[config.mk]
export PLATFORM = sky130hd
export DESIGN_NAME = cam_csi_rx_stream_select
export DESIGN_NICKNAME = d
export VERILOG_FILES = /design/src/rtl/cam_csi_rx_stream_select.sv
export SDC_FILE = /design/constraint.sdc
export NUM_CORES = 1
export LEC_CHECK = 0
export ABC_AREA = 0
export BUFFER_PORTS_ARGS = -buffer_cell sky130_fd_sc_hd__buf_2
export CAP_MARGIN = 10
export CORE_UTILIZATION = 55
export CTS_BUF_LIST = sky130_fd_sc_hd__clkbuf_16
export DETAILED_ROUTE_END_ITERATION = 10
export GPL_TIMING_DRIVEN = 0
export PLACE_DENSITY = 0.95
export SLEW_MARGIN = 20
export SYNTH_ARGS = -nofsm -noshare
export SYNTH_HDL_FRONTEND = slang
export SYNTH_SLANG_ARGS = --single-unit
[constraint.sdc]
create_clock -name clk -period 3.2 [get_ports clk]
set_input_delay 0.48 -clock clk [delete_from_list [all_inputs] [get_ports clk]]
set_output_delay 0.48 -clock clk [all_outputs]
set_load 0.01 [all_outputs]
[src/rtl/cam_csi_rx_stream_select.sv]
// Frame-safe camera stream selector: picks one CSI-2 RX pixel stream, switches only
// at frame starts, narrows pixels (truncate or round+saturate) and reports line/frame stats.
module cam_csi_rx_stream_select #(
   parameter int NUM_CHANNEL         = 4,
   parameter int PIXEL_PER_CLK       = 4,
   parameter int PIXEL_RX_DATAWIDTH  = 10,
   parameter int PIXEL_OUT_DATAWIDTH = 8,
   parameter int CNT_WIDTH           = 16,
   parameter int CH_SEL_W            = (NUM_CHANNEL > 1) ? $clog2(NUM_CHANNEL) : 1
) (
   input  logic                                                  clk,
   input  logic                                                  rst,
   input  logic [CH_SEL_W-1:0]                                   i_ch_sel,
   input  logic                                                  i_round_en,
   input  logic                                                  i_err_clr,
   input  logic [NUM_CHANNEL-1:0]                                i_vs,
   input  logic [NUM_CHANNEL-1:0]                                i_hs,
   input  logic [NUM_CHANNEL-1:0]                                i_de,
   input  logic [NUM_CHANNEL*PIXEL_PER_CLK*PIXEL_RX_DATAWIDTH-1:0] i_data,
   output logic                                                  o_vs,
   output logic                                                  o_hs,
   output logic                                                  o_de,
   output logic [PIXEL_PER_CLK*PIXEL_OUT_DATAWIDTH-1:0]          o_data,
   output logic [CH_SEL_W-1:0]                                   o_active_ch,
   output logic [15:0]                                           o_frame_cnt,
   output logic [CNT_WIDTH-1:0]                                  o_line_cnt,
   output logic [CNT_WIDTH-1:0]                                  o_line_width,
   output logic                                                  o_err_line_len
);

   localparam int RXW = PIXEL_RX_DATAWIDTH;
   localparam int OW  = PIXEL_OUT_DATAWIDTH;
   localparam int D   = RXW - OW;
   localparam int PW  = PIXEL_PER_CLK * RXW;

   generate
      if (PIXEL_OUT_DATAWIDTH > PIXEL_RX_DATAWIDTH) begin : g_bad_width
         $error("PIXEL_OUT_DATAWIDTH must not exceed PIXEL_RX_DATAWIDTH");
      end
   endgenerate

   typedef enum logic {S_SYNC, S_FRAME} state_t;

   state_t                         r_state;
   logic [NUM_CHANNEL-1:0]         r_vs_d;
   logic                           r_vs1, r_hs1, r_de1, r_rise1, r_round1;
   logic [PW-1:0]                  r_data1;
   logic [CH_SEL_W-1:0]            r_active_ch;
   logic                           r_vs, r_hs, r_de;
   logic [PIXEL_PER_CLK*OW-1:0]    r_data;
   logic [15:0]                    r_frame_cnt;
   logic [CNT_WIDTH-1:0]           r_line_cnt, r_line_width, r_beat, r_ref_width;
   logic                           r_ref_valid, r_err_pend, r_err;

   logic [NUM_CHANNEL-1:0]         w_vs_rise;
   logic                           w_sel_vs, w_sel_hs, w_sel_de, w_sel_rise;
   logic [PW-1:0]                  w_sel_data;
   logic [31:0]                    w_sel_ext;
   logic                           w_sel_valid;
   logic                           w_switch, w_fwd, w_frame_start, w_de_next, w_de_fall, w_mismatch;
   logic [PIXEL_PER_CLK*OW-1:0]    w_conv;

   // Edges are detected per channel so a channel change never fabricates a vs edge.
   assign w_vs_rise   = i_vs & ~r_vs_d;
   assign w_sel_ext   = 32'(i_ch_sel);
   assign w_sel_valid = (w_sel_ext < 32'(NUM_CHANNEL));

   always_comb begin
      w_sel_vs   = 1'b0;
      w_sel_hs   = 1'b0;
      w_sel_de   = 1'b0;
      w_sel_rise = 1'b0;
      w_sel_data = '0;
      for (int c = 0; c < NUM_CHANNEL; c++) begin
         if (CH_SEL_W'(c) == r_active_ch) begin
            w_sel_vs   = i_vs[c];
            w_sel_hs   = i_hs[c];
            w_sel_de   = i_de[c];
            w_sel_rise = w_vs_rise[c];
            w_sel_data = i_data[c*PW +: PW];
         end
      end
   end

   always_ff @(posedge clk) begin
      if (rst) begin
         r_vs_d   <= '0;
         r_vs1    <= 1'b0;
         r_hs1    <= 1'b0;
         r_de1    <= 1'b0;
         r_rise1  <= 1'b0;
         r_round1 <= 1'b0;
         r_data1  <= '0;
      end else begin
         r_vs_d   <= i_vs;
         r_vs1    <= w_sel_vs;
         r_hs1    <= w_sel_hs;
         r_de1    <= w_sel_de;
         r_rise1  <= w_sel_rise;
         r_round1 <= i_round_en;
         r_data1  <= w_sel_data;
      end
   end

   // The rounding mode travels with its beat so a mode change applies to exactly that beat.
   generate
      for (genvar p = 0; p < PIXEL_PER_CLK; p++) begin : g_pix
         logic [RXW-1:0] w_in;
         assign w_in = r_data1[p*RXW +: RXW];
         if (D > 0) begin : g_round
            logic [OW-1:0] w_trunc;
            logic [OW:0]   w_sum;
            assign w_trunc = w_in[RXW-1 -: OW];
            assign w_sum   = {1'b0, w_trunc} + {{OW{1'b0}}, w_in[D-1]};
            assign w_conv[p*OW +: OW] = !r_round1 ? w_trunc :
                                        (w_sum[OW] ? {OW{1'b1}} : w_sum[OW-1:0]);
         end else begin : g_pass
            assign w_conv[p*OW +: OW] = w_in;
         end
      end
   endgenerate

   assign w_switch      = (r_state == S_FRAME) && r_rise1 && w_sel_valid && (i_ch_sel != r_active_ch);
   assign w_fwd         = (r_state == S_FRAME) ? !w_switch : r_rise1;
   assign w_frame_start = w_fwd && r_rise1;
   assign w_de_next     = w_fwd && r_de1;
   assign w_de_fall     = r_de && !w_de_next;
   assign w_mismatch    = w_de_fall && r_ref_valid && (r_beat != r_ref_width);

   // A line ending on a frame-start beat is still measured against the old frame's reference.
   always_ff @(posedge clk) begin
      if (rst) begin
         r_state      <= S_SYNC;
         r_active_ch  <= '0;
         r_vs         <= 1'b0;
         r_hs         <= 1'b0;
         r_de         <= 1'b0;
         r_data       <= '0;
         r_frame_cnt  <= '0;
         r_line_cnt   <= '0;
         r_line_width <= '0;
         r_beat       <= '0;
         r_ref_width  <= '0;
         r_ref_valid  <= 1'b0;
         r_err_pend   <= 1'b0;
         r_err        <= 1'b0;
      end else begin
         case (r_state)
            S_SYNC: begin
               if (r_rise1)
                  r_state <= S_FRAME;
               else if (w_sel_valid && !w_sel_rise)
                  r_active_ch <= i_ch_sel;
            end
            S_FRAME: begin
               if (w_switch) begin
                  r_state     <= S_SYNC;
                  r_active_ch <= i_ch_sel;
               end
            end
            default: r_state <= S_SYNC;
         endcase

         r_vs <= w_fwd && r_vs1;
         r_hs <= w_fwd && r_hs1;
         r_de <= w_de_next;
         if (w_fwd)
            r_data <= w_conv;

         if (w_frame_start)
            r_frame_cnt <= r_frame_cnt + 16'd1;

         if (w_frame_start)
            r_line_cnt <= '0;
         else if (w_de_fall && (r_line_cnt != {CNT_WIDTH{1'b1}}))
            r_line_cnt <= r_line_cnt + 1'b1;

         if (w_de_fall)
            r_line_width <= r_beat;

         if (w_de_fall || w_frame_start)
            r_beat <= w_de_next ? CNT_WIDTH'(1) : '0;
         else if (w_de_next && (r_beat != {CNT_WIDTH{1'b1}}))
            r_beat <= r_beat + 1'b1;

         if (w_frame_start)
            r_ref_valid <= 1'b0;
         else if (w_de_fall && !r_ref_valid) begin
            r_ref_valid <= 1'b1;
            r_ref_width <= r_beat;
         end

         r_err_pend <= w_mismatch;
         r_err      <= r_err_pend || (r_err && !i_err_clr);
      end
   end

   assign o_vs           = r_vs;
   assign o_hs           = r_hs;
   assign o_de           = r_de;
   assign o_data         = r_data;
   assign o_active_ch    = r_active_ch;
   assign o_frame_cnt    = r_frame_cnt;
   assign o_line_cnt     = r_line_cnt;
   assign o_line_width   = r_line_width;
   assign o_err_line_len = r_err;

endmodule
# == Yosys cells after proc, flatten, opt, wreduce, memory -nomap -nowiden ==
# Index checks and enable logic that the tools add are counted.
# classes
n_eq_ne,10
multipliers,0
n_reduce_logical,27
add_sub_neg,7
bitwise_logic,4
div,0
shift,0
magnitude_cmp,1
muxes,39
# ops
operator,n
$mux W40,4
$mux W8,8
$add A16 B1 Y16 const B,3
$add A8 B1 Y9,4
$mux W16,2
$ne A16 B16 Y1 const B,2
$mux W1,20
$ne A16 B16 Y1,1
$logic_and A1 B1 Y1,15
$mux W2,3
$logic_not A1 Y1,5
$and A4 B4 Y4,1
$eq A2 B2 Y1 const A,2
$ne A2 B2 Y1 const B,2
$not A4 Y4,1
$pmux W2 S2,1
$lt A2 B3 Y1 const B,1
$reduce_and A3 Y1,1
$eq A1 B2 Y1 const A,1
$logic_not A2 Y1,1
$logic_or A1 B1 Y1,2
$ne A2 B1 Y1 const B,1
$ne A2 B2 Y1,1
$not A1 Y1,2
4 further kinds,4
# word_totals
ramBits,0
latchBits,0
out_inout_bits,86
wordCells,109
inputBits,178
regBits,170
romBits,0
mem_count,0

# == Depth between registers and ports, before layout ==
# Gate-level depths: netlist (run 1).
# depth
word_depth,11
mapped_depth,8
mapped_depth_nobuf,7

# == Worst setup path after synthesis (run 1) ==
# Ideal clock, no wire load.
# synth_timing
path_kind,register -> register
start,"register r_active_ch[1], in the netlist o_active_ch[1]"
end,register r_ref_width[10]
path_buffers,2
t_arrival_ns,1.909
setup_time_ns,0.128
period_less_slack_ns,2.037
stages_incl_launch_ff,8
required_time_ns,3.072
slack_ns,1.163
cell_sequence,dfxtp_1 buf_4 xor2_1 o2111ai_1 a221oi_4 buf_6 mux2i_1 nor2_1
# synth_between
elab_chain_len,9
word_cells_on_any_way,11
classes_between,eq/ne (1); mux (1); bitwise (1); reduce/logical (8)
# synth_lines
item,line_no,source
start: declaration,48,logic [CH_SEL_W-1:0] r_active_ch;
start signal: assignment,153,r_active_ch <= i_ch_sel;
start signal: assignment,158,r_active_ch <= i_ch_sel;
$ne A2 B2 Y1 *,123,assign w_switch = (r_state == S_FRAME) && r_rise1 && w_sel_valid && (i_ch_sel != r_active_ch);
$logic_and A1 B1 Y1 *,123,
$logic_not A1 Y1 *,124,assign w_fwd = (r_state == S_FRAME) ? !w_switch : r_rise1;
$mux W1 *,124,
$logic_and A1 B1 Y1,126,assign w_de_next = w_fwd && r_de1;
$logic_not A1 Y1,127,assign w_de_fall = r_de && !w_de_next;
$logic_and A1 B1 Y1,127,
$logic_and A1 B1 Y1,188,else if (w_de_fall && !r_ref_valid) begin
$reduce_and A2 Y1 (no line) *,-,
end signal: assignment,190,r_ref_width <= r_beat;
end: declaration,52,"logic [CNT_WIDTH-1:0] r_line_cnt, r_line_width, r_beat, r_ref_width;"
# Every way passes the cells marked *; elsewhere a longest branch is shown, timed or not.
# A chain may end at the register's enable or synchronous reset.

# == Worst setup path in the final report (run 1) ==
# layout_timing
start,"register r_active_ch[1], in the netlist o_active_ch[1]"
end,register r_ref_width[8]
# Same word-level chain as after synthesis.

==> results of run 1 <==
## worst max-delay path: stages, from the launching register on
cell and delay, ps:
dfxtp_1 330, buf_4 190, xor2_1 320, o2111ai_1 270, a221oi_4 630, buf_6 260, mux2i_1 260, nor2_1 80
## report_power, final
part	internal [W]	switching, W
clock network	0.00120	0.000815
registers	0.00219	0.0000959
logic	0.000389	0.000480
## kinds of logic after synthesis
group | Yosys count | synth area share, %
xor gates and xnor gates | 46 | 5.28
adders and majority gates | 11 | 1.71
DFF | 166 | 41.2
buffers and inverters | 69 | 3.67
and+or+nand+nor | 314 | 21.0
muxes | 70 | 14.9
AOI/OAI and AO/OA | 169 | 12.2
## state kept, by name (all words and copies together), names as in the netlist, 2 cells and up
register      cells
o_data           32
r_beat           16
r_ref_width      16
o_line_cnt       16
o_frame_cnt      16
r_data1          36
o_active_ch       2
r_vs_d            4
o_line_width     16
## how the worst max path moves through the flow
stage / startpoint / end / slack (ps)
floorplan: o_active_ch[1] / r_ref_width[10] / 1160
global placement: i_ch_sel[1] / r_ref_width[12] / 800
detailed placement: i_ch_sel[1] / r_ref_width[8] / 690
CTS: o_active_ch[1] / r_ref_width[8] / 770
global route: o_active_ch[1] / r_ref_width[8] / 590
finish: o_active_ch[1] / r_ref_width[8] / 720
## synthesized netlist by cell type, types with 3 or more instances
master	n
and2_1	45
nand4_1	32
nand2_1	72
buf_1	3
o211ai_1	7
dfxtp_1	166
nand3_1	26
xor2_1	36
xnor2_1	7
nor4_1	13
a21o_1	3
or4_1	12
or3_1	18
clkbuf_1	39
inv_1	10
o21ai_0	48
o31ai_1	8
mux2i_1	29
a31oi_1	3
nor2_1	50
nand3b_1	4
mux4_2	40
buf_2	14
nor2b_1	10
and3_1	11
ha_1	11
or2_2	3
a21oi_1	79
and4_1	7
## final cells by class
class	count	area, um2	area share (%)
timing repair buffer	246	1230	12.2
sequential	166	3320	32.9
multi-input combinational	610	4440	44.0
tap	180	225	2.23
clock buffer	17	425	4.22
clock inverter	13	143	1.41
buffer	59	258	2.55
antenna	3	7.51	0.0744
inverter	10	37.5	0.372
## layout by cell type (no fill, tap or decap), types with 4 or more instances in the layout
cell         n
a21oi_1     79
and2_1      45
and3_1      11
and4_1       7
buf_2      260
clkbuf_1    39
clkbuf_16   17
dfxtp_1    166
ha_1        11
inv_1       12
mux2i_1     29
mux4_2      40
nand2_1     72
nand3_1     26
nand3b_1     4
nand4_1     32
nor2_1      50
nor2b_1     10
nor4_1      13
o211ai_1     7
o21ai_0     48
o31ai_1      8
or3_1       18
or4_1       12
xnor2_1      7
xor2_1      36
## layer usage
layer	vias up	track usage, %
met2	597	59.0
li1	3608	-
met4	2	23.8
met5	-	0
met3	135	9.23
met1	3816	37.8
## stage by stage
step	utilization, %	power (W)	cells	cell area (um2)	hold slack, ps
floorplan	-	0.00282	845	8060	413
global placement	67.5	0.00312	1271	9510	435
detailed placement	67.5	0.00316	1271	9510	443
CTS	71.5	0.00515	1301	10100	277
global route	71.5	0.00533	1302	10100	286
finish	71.6	0.00517	1304	10100	281
==> impl_metrics.json, run 1 <==
{
  "fin_skew_ps": 5.07,
  "htreeDepth": 4,
  "fin_crit_sh_pct": 77.5,
  "yosys_warnings": 0,
  "netlist_top_cells_area": "dfxtp_1 (41%), mux4_2 (11%), a21oi_1 (4.9%)",
  "max_freq_ghz": 0.403,
  "worstSetupStartpointType": "flip-flop",
  "nNetsFinal": 1299,
  "drt_first_pass_iters": 5,
  "io_buffers": 246,
  "ant_nets": 0,
  "place.gp.congestion": 0.953,
  "clk_latency_ps": 430,
  "holdPathStages": 2,
  "antenna_found_initial": 2,
  "drv_slew": 0,
  "maxUsedRoutingLayer": "met5",
  "pre_cts_ws_ps": 695,
  "grt_max_degree": 17,
  "synth_edf_count": 0,
  "grt_pass1_vias": 7757,
  "setup_ws_ps": 721,
  "path_max_fanout": 10,
  "reg2reg_to": "r_ref_width[8]",
  "ys_ff_latch": 166,
  "synth_top_area_cell": "dfxtp_1",
  "wl_um": 26200,
  "tritoncts": "done",
  "peakVddDrop_v": 0.000462,
  "dr_total_vias": 8158,
  "row_count": 43,
  "post-route-min-period_ps": 2480,
  "dpl.hpwl_um": 18900,
  "cts_resized": 0,
  "vias_per_cell": 6.26,
  "rsz0062_at_grt": "false",
  "synthArstFlopShare_pct": 0,
  "remaining_drc_errors": 0,
  "wl_per_cell_um": 20.1,
  "synth_cell_types": 61,
  "drt-met1-wl_um": 9030,
  "min_to": "r_vs_d[1]",
  "min-delay-path-class": "in -> reg",
  "crit_type": "reg -> reg",
  "clk_pin_slew_ps": 60,
  "setup_violations": 0,
  "crit_required_ps": 3500,
  "io_pins": 264,
  "wl_met2_um": 12800,
  "r2r_start": "o_active_ch[1]",
  "syn_nets": 1034,
  "chipWidth_um": 123,
  "die_area_um2": 15100,
  "wl_met3_um": 2490,
  "cap_violations": 0,
  "grt_overflow": 0,
  "postCtsSetupBuffers": 0,
  "slew_headroom_pct": 49.2,
  "rr_worst_depth": 7,
  "clockBufferDepth": 2,
  "cp-end-kind": "flip-flop",
  "numCtsBuffers": 17,
  "syn_area_um2": 8060,
  "ff2ff_setup_slack_ps": 720,
  "ys_seq_area_share_pct": 41.2,
  "synthToLayoutAreaGrowth_pct": 25.2,
  "p_per_area_nw_per_um2": 513,
  "core_um2": 14100,
  "first_iter_violations": 708,
  "synth.top_cell.area_share_pct": 41.2,
  "grt_pass1_wl_um": 39100,
  "drive_gt1_share_pct": 30.5,
  "hold_violations": 0,
  "synthFlopType": "dfxtp_1",
  "fin_setup_tns_ps": 0,
  "cellLeakagePower_nw": 4.21,
  "die_y_um": 123,
  "cts.sinks": 166,
  "synthCells": 845,
  "gr-usage-all-layers_pct": 34.7,
  "syn_avg_cell_area_um2": 9.53,
  "start_util_pct": 57.2,
  "ctsHoldBuffers": 0,
  "fillers": 952,
  "status": "complete, no violations",
  "worst_slew_pin_slew_ps": 763,
  "min-delay-start": "i_vs[1]",
  "critPathArrivalTime_ps": 2780,
  "clock-root-buffer": "clkbuf_16"
}
Power figures use the tool's default switching activity.
==> run 2: changes to the inputs <==
--- a/config.mk
+++ b/config.mk
@@ -8,11 +8,11 @@
 export ABC_AREA = 0
 export BUFFER_PORTS_ARGS = -buffer_cell sky130_fd_sc_hd__buf_2
 export CAP_MARGIN = 10
-export CORE_UTILIZATION = 55
+export CORE_UTILIZATION = 46
 export CTS_BUF_LIST = sky130_fd_sc_hd__clkbuf_16
 export DETAILED_ROUTE_END_ITERATION = 10
 export GPL_TIMING_DRIVEN = 0
-export PLACE_DENSITY = 0.95
+export PLACE_DENSITY = 0.86
 export SLEW_MARGIN = 20
 export SYNTH_ARGS = -nofsm -noshare
 export SYNTH_HDL_FRONTEND = slang
==> constraint.sdc (replaced) <==
create_clock -name clk -period 2.2 [get_ports clk]
set_input_delay 0.33 -clock clk [delete_from_list [all_inputs] [get_ports clk]]
set_output_delay 0.33 -clock clk [all_outputs]
set_load 0.01 [all_outputs]
==> run 2 against run 1 <==
Effect of this change:
- setup slack got worse by 680 ps
- clock power increased by 55%
- die area increased by 19%
- cell count increased by 4.0%
- total power increased by 49%
- register-to-register slack got worse by 680 ps
- critical endpoint is now r_beat[15]
==> impl_metrics.json, run 2 (synthesized netlist as in run 1, its figures left out) <==
{
  "status": "complete, no violations",
  "p_int_w": 0.00559,
  "rsz0062_at_grt": "true",
  "io_buffers": 246,
  "fillers": 1442,
  "post-route-min-period_ps": 2160,
  "htreeDepth": 4,
  "fin_util_pct": 60.5,
  "switching_share_pct": 27.5,
  "crit_slowest_cell": "or4b_4",
  "grt_max_degree": 17,
  "slew_headroom_pct": 48.7,
  "synthToLayoutAreaGrowth_pct": 28.9,
  "nNetsFinal": 1304,
  "reg2reg_to": "r_beat[15]",
  "clock-root-buffer": "clkbuf_16",
  "peakVddDrop_v": 0.000590,
  "crit_buf_inv": 1,
  "grt_pass1_vias": 7559,
  "first_iter_violations": 448,
  "setup_ws_ps": 44.5,
  "dr_total_vias": 7847,
  "ant_nets": 0,
  "die_y_um": 134,
  "fin_crit_sh_pct": 98.0,
  "worstSetupStartpointType": "flip-flop",
  "largest_register_ffs": 36,
  "power_frac_clock_pct": 40.5,
  "wl_um": 24800,
  "power.net_switching_w": 0.00212,
  "r2r_start": "r_beat[6]",
  "vias_per_cell": 5.79,
  "antenna_found_initial": 4,
  "min-delay-start": "i_round_en",
  "tritoncts": "done",
  "fin_setup_tns_ps": 0,
  "drt_first_pass_iters": 5,
  "chipWidth_um": 134,
  "die_area_um2": 18000,
  "clockBufferDepth": 2,
  "ctsHoldBuffers": 0,
  "hold_violations": 0,
  "rr_worst_depth": 6,
  "cts.sinks": 166,
  "wl_per_cell_um": 18.3,
  "regMostFlops": "r_data1",
  "place.gp.congestion": 0.952,
  "drive_gt1_share_pct": 33.2,
  "cap_violations": 0,
  "hold_slack_ps": 150,
  "critPathArrivalTime_ps": 2510,
  "ff2ff_setup_slack_ps": 40,
  "cellLeakagePower_nw": 4.31,
  "grt_overflow": 0,
  "pre_cts_ws_ps": -289,
  "cp-end-kind": "flip-flop",
  "remaining_drc_errors": 0,
  "fin_skew_ps": 8.66,
  "io_pins": 264,
  "power_frac_seq_pct": 43.1,
  "path_cells": "buf_2, nand4_1, nor3_2, or4b_4, or4_1, a21oi_1",
  "path_max_fanout": 9,
  "dpl.hpwl_um": 18600,
  "setup_violations": 0,
  "max_freq_ghz": 0.464,
  "drv_slew": 0,
  "gr-usage-all-layers_pct": 27.0,
  "start_util_pct": 46.9,
  "crit_type": "reg -> reg",
  "comb_power_share_pct": 16.4,
  "final_common_cell": "buf_2",
  "row_count": 48,
  "grt_pass1_wl_um": 37500,
  "crit_required_ps": 2560,
  "dpl.cell_count": 1316,
  "worst_slew_pin_slew_ps": 770,
  "cp_top_family": "simple AND/OR/NAND/NOR gates",
  "p_per_area_nw_per_um2": 742,
  "clk_pin_slew_ps": 70,
  "numCtsBuffers": 17,
  "slowest_delay_ps": 530,
  "min_to": "r_round1",
  "min-delay-path-class": "in -> reg",
  "layout_common_cells": "buf_2 (259), dfxtp_1 (164), a21oi_1 (79)",
  "core_um2": 17200,
  "holdPathStages": 2,
  "clk_latency_ps": 430,
  "instances_no_fill": 1356
}
[run 2: cell types whose count changed in the layout (fill, tap and decap cells not counted), moves of 3 or more]
cell | before | now
clkbuf_1 | 39 | 29
buf_4 | 1 | 10
clkbuf_2 | 0 | 6
inv_6 | 0 | 4
clkinv_1 | 3 | 0
inv_8 | 0 | 3
[run 2: layer usage]
| metal | up-vias | GRT usage (%) | part of all wire, % |
|---|---|---|---|
| met3 | 78 | 5.44 | 8.3 |
| met4 | 2 | 12.2 | 3.5 |
| met5 | - | 0 | 0.052 |
| met1 | 3698 | 32.1 | 39 |
| li1 | 3631 | - | - |
| met2 | 438 | 46.7 | 50 |
[run 2: worst max path at each step]
stage | startpoint | to | slack, ps | depth (start not counted)
3_3_place_gp | o_active_ch[0] | o_data[4] | -270 | 7
6_report | r_beat[6] | r_beat[15] | 40 | 6
5_1_grt | o_active_ch[1] | r_beat[6] | -10 | 7
2_1_floorplan | o_active_ch[1] | r_ref_width[12] | 160 | 7
4_1_cts | r_rise1 | o_data[26] | 0.4 | 7
3_5_place_dp | o_active_ch[0] | o_data[4] | -290 | 7
[run 2: layout make-up]
cell class	instances	area, um2	area share [%]
multi-input cells	610	4560	43.9
flip-flops and latches	166	3330	32.0
repair buffers	254	1290	12.4
clock buffers	17	425	4.09
well taps	225	282	2.71
plain buffers	56	264	2.54
clock inverters	15	191	1.84
inverters	10	37.5	0.361
diodes	3	7.51	0.0723
[run 2: metrics by stage]
stage                     power (W)  area, um2
after floorplan             0.00409       8060
after global placement      0.00454       9570
after global routing        0.00797      10400
final                       0.00771      10400
after CTS                   0.00768      10300
after detailed placement    0.00458       9570
[run 2: what timing repair did]
action	in CTS	in global routing
resized for setup	14	25
pin swaps	2	2
cloned	0	0
buffers inserted	5	3
endpoints found under the setup margin	66	78
[run 2: power by group through the flow]
| stage | Combinational, W | Clock [W] | Sequential [W] |
|---|---|---|---|
| after global placement | 0.00118 | 0 | 0.00337 |
| after global routing | 0.00135 | 0.00328 | 0.00334 |
| after floorplan | 0.000704 | 0 | 0.00339 |
| after detailed placement | 0.00121 | 0 | 0.00337 |
| final | 0.00126 | 0.00312 | 0.00332 |
| after CTS | 0.00123 | 0.00314 | 0.00331 |
==> run 3: changes to the inputs <==
--- a/config.mk
+++ b/config.mk
@@ -6,13 +6,13 @@
 export NUM_CORES = 1
 export LEC_CHECK = 0
 export ABC_AREA = 0
-export BUFFER_PORTS_ARGS = -buffer_cell sky130_fd_sc_hd__buf_2
 export CAP_MARGIN = 10
-export CORE_UTILIZATION = 46
+export CORE_UTILIZATION = 58
 export CTS_BUF_LIST = sky130_fd_sc_hd__clkbuf_16
 export DETAILED_ROUTE_END_ITERATION = 10
+export DONT_BUFFER_PORTS = 1
 export GPL_TIMING_DRIVEN = 0
-export PLACE_DENSITY = 0.86
+export PLACE_DENSITY = 0.85
 export SLEW_MARGIN = 20
 export SYNTH_ARGS = -nofsm -noshare
 export SYNTH_HDL_FRONTEND = slang
==> run 3 against run 2 <==
Effect of this change:
- the flow now finishes with violations (negative setup slack)
- total power down 4.9%
- worst hold slack worse by 120 ps
- global-route usage up 5.6 points
- via count down 11%
- routed wire length down 5.1%
==> impl_metrics.json, run 3 (synthesized netlist as in run 1, its figures left out) <==
{
  "status": "finished, violations left",
  "violations": "negative setup slack",
  "largest_register_ffs": 36,
  "nNetsFinal": 1061,
  "layout_common_cells": "dfxtp_1 (158), a21oi_1 (79), nand2_1 (70)",
  "first_iter_violations": 722,
  "antenna_found_initial": 9,
  "placedInstanceArea_um2": 8280,
  "crit_buf_inv": 2,
  "cap_violations": 0,
  "max_freq_ghz": 0.452,
  "min-delay-path-class": "in -> reg",
  "htreeDepth": 4,
  "p_per_area_nw_per_um2": 806,
  "ant_nets": 0,
  "drt_first_pass_iters": 6,
  "clk_latency_ps": 430,
  "remaining_drc_errors": 0,
  "clockBufferDepth": 2,
  "post-route-min-period_ps": 2210,
  "fin_skew_ps": 7.38,
  "clock-root-buffer": "clkbuf_16",
  "dpl.hpwl_um": 17500,
  "grt_overflow": 0,
  "crit_type": "reg -> reg",
  "crit_required_ps": 2560,
  "crit_slowest_cell": "or4_1",
  "worst_slew_pin_slew_ps": 690,
  "path_depth": 7,
  "critPathCapture": "r_beat[8]",
  "place.gp.congestion": 0.981,
  "synthToLayoutAreaGrowth_pct": 12.9,
  "slew_headroom_pct": 54.0,
  "wl_per_cell_um": 22.0,
  "clk_pin_slew_ps": 60,
  "gr-usage-all-layers_pct": 32.6,
  "grt_max_degree": 17,
  "cp-end-kind": "flip-flop",
  "die_y_um": 120,
  "drv_slew": 0,
  "numCtsBuffers": 17,
  "final_common_cell": "dfxtp_1",
  "ff2ff_setup_slack_ps": -10,
  "dpl.cell_count": 1021,
  "path_cells": "buf_8, xnor2_2, a21oi_4, or4_1, buf_2, or3_1, a21oi_1",
  "setup_violations": 3,
  "instances_no_fill": 1067,
  "io_buffers": 0,
  "peakVddDrop_v": 0.000559,
  "cellLeakagePower_nw": 3.21,
  "vias_per_cell": 6.51,
  "dr_total_vias": 6945,
  "cp_top_family": "simple AND/OR/NAND/NOR gates",
  "io_pins": 264,
  "core_um2": 13400,
  "cts.sinks": 166,
  "crit_start": "o_active_ch[0]",
  "start_util_pct": 60.1,
  "grt_pass1_wl_um": 35300,
  "hold_slack_ps": 33.1,
  "setup_ws_ps": -14.2,
  "fin_crit_sh_pct": 101,
  "reg2reg_to": "r_beat[8]",
  "rr_worst_depth": 7,
  "regMostFlops": "r_data1",
  "critPathArrivalTime_ps": 2570,
  "hold_violations": 0,
  "slowest_delay_ps": 520,
  "chipWidth_um": 120,
  "path_max_fanout": 10,
  "worstSetupStartpointType": "flip-flop",
  "final_cell_area_um2": 9090,
  "tritoncts": "done",
  "r2r_start": "o_active_ch[0]",
  "power_w": 0.00733,
  "die_area_um2": 14400,
  "row_count": 42,
  "grt_pass1_vias": 6663,
  "rsz0062_at_grt": "true",
  "drive_gt1_share_pct": 15.7,
  "wl_um": 23500
}
==> run 3: where the power goes <==
part | switching (W) | internal (W) | leakage [nW]
Combinational | 0.000515 | 0.000426 | 1.57
Sequential | 0.000209 | 0.00319 | 1.36
Clock | 0.00123 | 0.00177 | 0.279
Total | 0.00195 | 0.00538 | 3.21
==> run 3: worst min-delay path by stage <==
stage / startpoint / endpoint / slack, ps / depth (start not counted)
detailed placement: r_vs1 / o_vs / 440 / 1
floorplan: r_err_pend / o_err_line_len / 410 / 2
global placement: r_vs1 / o_vs / 440 / 1
finish: i_vs[1] / r_vs_d[1] / 30 / 1
CTS: i_vs[0] / r_vs_d[0] / 20 / 1
global route: i_vs[1] / r_vs_d[1] / 20 / 1
==> run 3: cell type report <==
cell class	count	area (um2)
antenna	6	15.0
multi-input combinational	610	4550
tap	176	220
timing repair buffer	10	75.1
sequential	166	3340
buffer	57	269
inverter	10	37.5
clock inverter	15	163
fill	951	4310
clock buffer	17	425
==> run 3: layer usage <==
metal / GRT usage, % / part of all wire (%) / wire (um) / vias up
met4: 14.3 / 3.4 / 810 / 6
met3: 10.1 / 11 / 2490 / 73
met1: 38.4 / 37 / 8680 / 3295
li1: - / - / - / 3138
met2: 54.4 / 49 / 11500 / 433
met5: 0 / 0.20 / 48 / -
==> run 3: metrics by stage <==
step                      utilization [%]  TNS [ps]  worst slack, ps
after detailed placement             61.8    -11190             -336
after CTS                            66.9     -7.43            -6.48
final                                67.9     -24.3            -14.2
after global routing                 67.8      -455            -79.1
after floorplan                         -         0              163
after global placement               61.8     -9170             -303
==> run 3: repair_timing <==
item / in CTS / in global routing
resized for setup: 19 / 29
hold buffers: 0 / 0
endpoints found under the setup margin: 90 / 83
pin swaps: 3 / 5
endpoints found under the hold margin: 0 / 0
setup buffers: 2 / 8
